File: config.mk
export PLATFORM = sky130hd
export DESIGN_NAME = fdiv_prog
export DESIGN_NICKNAME = d
export VERILOG_FILES = /design/src/rtl/fdiv_pkg.sv /design/src/rtl/fdiv_chan.sv /design/src/rtl/fdiv_prog.sv
export SDC_FILE = /design/constraint.sdc
export NUM_CORES = 1
export LEC_CHECK = 0
export BUFFER_PORTS_ARGS = -buffer_cell sky130_fd_sc_hd__buf_2
export CAP_MARGIN = 20
export CORE_MARGIN = 2
export CORE_UTILIZATION = 25
export DETAILED_ROUTE_END_ITERATION = 8
export SKIP_CTS_REPAIR_TIMING = 1
export SLEW_MARGIN = 5
export SYNTH_ARGS = -nofsm -noshare
export SYNTH_HDL_FRONTEND = slang
export SYNTH_HIERARCHICAL = 1
export SYNTH_SLANG_ARGS = --single-unit
export TNS_END_PERCENT = 10
File: constraint.sdc
create_clock -name clk -period 4.5 [get_ports clk]
set_input_delay 0.225 -clock clk [delete_from_list [all_inputs] [get_ports clk]]
set_output_delay 0.225 -clock clk [all_outputs]
set_load 0.05 [all_outputs]
File: src/rtl/fdiv_pkg.sv
// Shared constants and types for the programmable clock divider.
package fdiv_pkg;
  localparam int unsigned DIV_W = 24;
  typedef logic [DIV_W-1:0] div_t;
  localparam div_t DEFAULT_DIV = 24'hFFFFFF;

  // Channel-index width; never below one bit so a single-channel build still has a port.
  function automatic int ch_w(input int n);
    return (n > 1) ? $clog2(n) : 1;
  endfunction
endpackage

File: src/rtl/fdiv_chan.sv
// One divider channel: half-period counter with a shadow ratio that is
// only committed at a toggle, sync or while disabled.
module fdiv_chan
  import fdiv_pkg::*;
#(
  parameter int              WIDTH       = 24,
  parameter logic [WIDTH-1:0] DEFAULT_DIV = '1
) (
  input  logic             clk,
  input  logic             nrst,
  input  logic             en,
  input  logic             sync,
  input  logic             wr,
  input  logic [WIDTH-1:0] wdata,
  output logic             div_clk,
  output logic             tick,
  output logic             busy
);
  logic [WIDTH-1:0] r_cnt, r_active, r_shadow;
  logic             r_div_clk, r_tick, r_busy;
  logic [WIDTH-1:0] w_next_ratio;
  logic             w_tc, w_reload;

  // A write on the reload cycle goes straight into the active ratio.
  assign w_next_ratio = wr ? wdata : r_shadow;
  assign w_tc         = (r_cnt == r_active);
  assign w_reload     = !en || sync || w_tc;

  always_ff @(posedge clk or negedge nrst) begin
    if (!nrst) begin
      r_cnt     <= '0;
      r_active  <= DEFAULT_DIV;
      r_shadow  <= DEFAULT_DIV;
      r_div_clk <= 1'b0;
      r_tick    <= 1'b0;
      r_busy    <= 1'b0;
    end else begin
      if (wr) r_shadow <= wdata;
      if (w_reload) begin
        r_active <= w_next_ratio;
        r_busy   <= 1'b0;
        r_cnt    <= '0;
      end
      if (!en) begin
        r_div_clk <= 1'b0;
        r_tick    <= 1'b0;
      end else if (sync) begin
        r_tick    <= r_div_clk;
        r_div_clk <= 1'b0;
      end else if (w_tc) begin
        r_div_clk <= ~r_div_clk;
        r_tick    <= 1'b1;
      end else begin
        // cnt < active here, so the increment cannot wrap.
        r_cnt  <= r_cnt + 1'b1;
        r_tick <= 1'b0;
        if (wr) r_busy <= 1'b1;
      end
    end
  end

  assign div_clk = r_div_clk;
  assign tick    = r_tick;
  assign busy    = r_busy;
endmodule

File: src/rtl/fdiv_prog.sv
// Multi-channel runtime-programmable 50%-duty clock divider with global sync.
module fdiv_prog
  import fdiv_pkg::*;
#(
  parameter int               N_CH        = 4,
  parameter int               WIDTH       = 24,
  parameter logic [WIDTH-1:0] DEFAULT_DIV = WIDTH'(fdiv_pkg::DEFAULT_DIV)
) (
  input  logic                              clk,
  input  logic                              nrst,
  input  logic [N_CH-1:0]                   en,
  input  logic                              sync,
  input  logic                              cfg_we,
  input  logic [fdiv_pkg::ch_w(N_CH)-1:0]   cfg_ch,
  input  logic [WIDTH-1:0]                  cfg_div,
  output logic [N_CH-1:0]                   div_clk,
  output logic [N_CH-1:0]                   tick,
  output logic [N_CH-1:0]                   busy
);
  logic [N_CH-1:0] w_wr;

  for (genvar i = 0; i < N_CH; i++) begin : g_ch
    // Indices at or above N_CH match no channel, so such writes vanish.
    assign w_wr[i] = cfg_we && (int'(cfg_ch) == i);

    fdiv_chan #(
      .WIDTH      (WIDTH),
      .DEFAULT_DIV(DEFAULT_DIV)
    ) u_chan (
      .clk    (clk),
      .nrst   (nrst),
      .en     (en[i]),
      .sync   (sync),
      .wr     (w_wr[i]),
      .wdata  (cfg_div),
      .div_clk(div_clk[i]),
      .tick   (tick[i]),
      .busy   (busy[i])
    );
  end
endmodule

# == After elaboration in Yosys (flattened, before gate mapping) ==
# Index checks and enable logic that the tools add are counted.
# totals
ff_bits,300
latchBits,0
ram_bits,0
romBits,0
inputBits,34
n_memories,0
# classes
add_sub_neg,4
mul,0
n_div,0
n_lt_le_gt_ge,0
eq_ne,11
shift,0
muxes,64
bitwise,4
n_reduce_logical,17
# ops
operator,n
two-way mux 24 bit,20
adder 24 x 1 -> 24 bit (second input constant),4
equality test 24 bit,4
two-way mux 1 bit,44
inequality test 3 x 1 -> 1 bit (second input constant),4
logical OR 1 bit,8
equality test 2 bit (second input constant),2
logical AND 1 bit,4
logical NOT 1 bit,4
inverter 1 bit,4
equality test 2 x 1 -> 1 bit (second input constant),1
logical NOT 2 bit,1

# == Logic depth before layout (Yosys ltp) ==
# depth
depth_word,8
mapped_depth,8
mapped_depth_nobuf,5

# == Hierarchy ==
# The synthesis kept the hierarchy.
# modules_own_cells
module,n_inst,cells_each,area_each_um2,seq_area_each_um2
fdiv_chan,4,261,3533.4,1936.9
fdiv_prog,1,4,37.5,0.0

# == Worst setup path before layout ==
# OpenSTA, ideal clock, no wires.
# synth_timing
path_kind,flip-flop to flip-flop
start,register g_ch[0].u_chan.r_active[17]
end,register g_ch[0].u_chan.r_active[20]
t_arrival_ns,1.786
setup_slack_ns,2.632
stages_incl_launch_ff,7
period_less_slack_ns,1.868
cell_sequence,dfstp_2 -> xor2_1 -> nor4_1 -> nand4_2 -> o21bai_4 -> buf_6 -> mux2_4
# synth_between
elab_chain_cells,2
# synth_lines
element,line,rtl
start: declaration,fdiv_chan.sv:19,"logic [WIDTH-1:0] r_cnt, r_active, r_shadow;"
start signal: assignment,fdiv_chan.sv:40,r_active <= w_next_ratio;
equality test 24 bit,fdiv_chan.sv:26,assign w_tc = (r_cnt == r_active);
logical OR 1 bit,fdiv_chan.sv:27,assign w_reload = !en || sync || w_tc;
# Every way passes these cells.
# A chain may end at the register's enable or synchronous reset.

# == Worst setup path in the final report ==
# layout_timing
start,register g_ch[1].u_chan.r_cnt[6]
end,register g_ch[1].u_chan.r_active[8]
# layout_between
elab_chain_cells,2
# layout_lines
element,line,rtl
start: declaration,fdiv_chan.sv:19,
start signal: assignment,fdiv_chan.sv:55,r_cnt <= r_cnt + 1'b1;
equality test 24 bit,fdiv_chan.sv:26,
logical OR 1 bit,fdiv_chan.sv:27,
end signal: assignment,fdiv_chan.sv:40,
end: declaration,fdiv_chan.sv:19,
# Every way passes these cells.

==> results by group <==
Timing
  • Tmin final: 2.87 ns
  • Crit share post-route: 63.9%
  • Max Fclk: 348 MHz
  • Slew headroom: 40.5%
  • Final worst clock skew: 0.0121 ns
  • Fin Setup TNS: 0 ns
  • RSZ-0062 raised after global routing: no
  • Final Hold Fails: 0
  • Worst slew pin tran: 0.892 ns
  • Hold_ws: 0.0277 ns
  • Pins Over Slew Limit: 0
  • Setup Viol. Count Final: 0

Clock tree
  • CTS root buf: clkbuf_16
  • CTS Buffer Depth: 3
  • Clock sinks: 300
  • Skew-Pair Late Insertion Delay: 0.56 ns
  • TritonCTS buffer count: 31
  • CTS tree: built
  • H-tree depth: 1
  • Clock transition at path regs: 0.06 ns

Cells and area
  • Commonest non-fill, non-tap cell in the layout: dfstp_2
  • Register area: 0.00775 mm2
  • Share of layout cells above drive strength 1: 45.7%
  • Fin cells: 1886
  • Filler cell count: 5752
  • Area growth syn-to-layout: 13.5%
  • Diode count: 0
  • Leading cell types in the layout, fill and taps excluded: 192 x dfstp_2, 136 x xor2_1, 112 x nor2_1, 108 x dfrtp_1, 100 x mux2_2
  • Final #Nets: 1143
  • Area of the multi-input gates: 0.00599 mm2

Critical path
  • CP Data Arrival Time: 3.37 ns
  • Setup CP Type: reg -> reg
  • CP Capture Type: flop
  • Max stage delay cell, worst path: o21bai_4
  • Crit path max fanout: 24
  • Max stage delay on crit path: 0.69 ns
  • CP Launch Type: flop
  • CP Cell Sequence: xor2_1 > nor4_1 > nand2_1 > o21bai_4 > buf_4 > mux2_4
  • Reg2Reg Launch Point: g_ch[1].u_chan/r_cnt[6]
  • Worst Path Required: 4.99 ns
  • Crit path from: g_ch[1].u_chan/r_cnt[6]
  • Worst reg2reg path depth: 6

Floorplan
  • Starting Density: 25.2%
  • Die H: 242 um
  • Ports: 46
  • Core Footprint: 0.0562 mm2
  • Die area: 0.0586 mm2
  • Rows: 87
  • Die Width: 242 um

Placement
  • IO buf count: 45
  • HPWL Detailed: 21000 um
  • GPL Wtd Cong: 0.827
  • Placed cells: 1823

Pwr
  • Maximum VDD drop: 0.234 mV
  • Net Sw Frac: 24.0%
  • Power per cell area: 429 mW/mm2
  • Lkg Pwr: 6.70 nW
  • Clk pwr share: 35.5%
  • Combinational share of power: 13.5%
  • Net Sw Power: 0.00166 W
  • Pint: 0.00525 W
  • Sequential Power Share: 51.1%

Synthesis
  • Mapped Cells: 1048
  • Mapped Area: 0.0142 mm2
  • Flops & latches, synth: 300
  • Yosys warns: 6
  • Post-synthesis cell type count: 35
  • Syn avg cell area: 13.5 um2
  • Sequential share of the synthesized area: 54.7%
  • Syn Nets: 1086

GRT
  • First-pass GRT wire length: 50200 um
  • Routing usage on met3: 1.56%
  • Busiest grt layer: met2
  • Largest net degree at the start of global routing: 113
  • Initial antenna violation count: 1
  • Total grt overflow: 0
  • Number of global-route vias before repair: 8331
  • GRT met1 Usage: 14.9%
  • GRT Util Overall: 10.7%
  • Met2 Use GR: 17.4%

Routing
  • DRT iter0 DRCs: 493
  • 1st-pass router iterations: 5
  • Antenna Nets Post-Route: 0
  • Routed WL: 31600 um
  • Via Count: 8063
  • Number of vias per cell: 4.28
  • WL per Instance: 16.8 um
  • # DRC: 0

Worst hold path
  • Hold WC Path Type: in -> reg
  • Hold Startpoint: cfg_div[12]
  • Depth of the worst hold-timing path: 2

Outcome
  • Status: complete, no violations

Run
  • Max-cap violations: 0
-- registers in the layout, summed over array words and instances, names as in the netlist --
name                  cells
g_ch.u_chan/r_active     96
g_ch.u_chan/r_cnt        96
g_ch.u_chan/r_shadow     96
g_ch.u_chan/busy          4
g_ch.u_chan/div_clk       4
g_ch.u_chan/tick          4
-- kinds of logic (layout without fill, tap and decap cells) --
| kind of cell | Yosys count | count (layout) | share of synthesized area (%) |
|---|---|---|---|
| simple gates | 308 | 308 | 11.6 |
| flops | 300 | 300 | 54.7 |
| mux | 192 | 192 | 17.7 |
| xor+xnor | 184 | 184 | 11.6 |
| buf+inv | 44 | 126 | 3.07 |
| compound gates | 16 | 16 | 1.02 |
| fa+ha+maj | 4 | 4 | 0.353 |
-- cell usage after synthesis (all sizes together) --
library cell	count	share of area, %
and3	17	0.79
dfrtp	108	19
inv	8	0.21
nor4b	4	0.42
nor4	32	1.6
nor3	16	0.57
nor3b	1	0.088
nand2	32	0.85
and4	16	1.0
nand4	28	1.4
xor2	140	8.9
or3	4	0.18
ha	4	0.35
o21ai	4	0.14
clkbuf	12	0.88
o21bai	4	0.53
nand3	40	1.4
xnor2	44	2.7
nor2	112	3.0
buf	24	2.0
and3b	2	0.12
dfstp	192	36
a21oi	4	0.14
o31ai	4	0.21
nand2b	4	0.18
mux2	192	18
-- worst max-delay path, delay by kind of cell, from the launching register on --
family                    cells  cell delay [ns]
and+or+nand+nor               2             0.73
AOI/OAI and AO/OA             1             0.69
xor gates and xnor gates      1             0.19
muxes                         1             0.32
buffers and inverters         1             0.39
DFF                           1             0.45
-- cell type report --
class | instances | area share [%]
clock buffer | 47 | 5.51
inverter | 8 | 0.187
tap | 756 | 5.88
sequential | 300 | 48.2
clock inverter | 11 | 0.529
timing repair buffer | 60 | 2.47
multi-input combinational | 704 | 37.3
-- path summary, 6_finish.rpt --
check                                                   end  slack (ns)
worst max-delay path             g_ch[1].u_chan/r_active[8]        1.63
worst max register to register   g_ch[1].u_chan/r_active[8]        1.63
max in group asynchronous        g_ch[3].u_chan/r_active[3]        3.07
worst min register to register          g_ch[3].u_chan/busy        0.52
worst min-delay path            g_ch[0].u_chan/r_shadow[12]        0.03
min in group asynchronous          g_ch[2].u_chan/r_cnt[16]        0.33
-- layer usage --
layer  part of all wire, %  wire length, um  vias to the layer above
li1                      -                -                     3730
met5                     0                0                        -
met4                   2.4              771                        0
met1                    47            14900                     4171
met3                   3.4             1060                       42
met2                    47            14900                      120
-- stage by stage --
stage	setup WS, ns	total power [W]	cell area [um2]	utilization (%)
6_report	1.63	0.00691	16100	28.6
5_1_grt	1.34	0.00724	16100	28.6
4_1_cts	1.56	0.00701	16000	28.6
3_5_place_dp	1.56	0.00451	15100	26.8
3_3_place_gp	1.59	0.00448	15100	26.8
2_1_floorplan	2.63	0.00422	14200	-
-- power by group through the flow --
| stage | Sequential [W] | Combinational, W | Clock [W] |
|---|---|---|---|
| floorplan | 0.00349 | 0.000725 | 0 |
| global placement | 0.00356 | 0.000920 | 0 |
| detailed placement | 0.00357 | 0.000936 | 0 |
| CTS | 0.00353 | 0.000944 | 0.00253 |
| global route | 0.00357 | 0.00102 | 0.00265 |
| finish | 0.00353 | 0.000931 | 0.00245 |
Power figures use the tool's default switching activity.
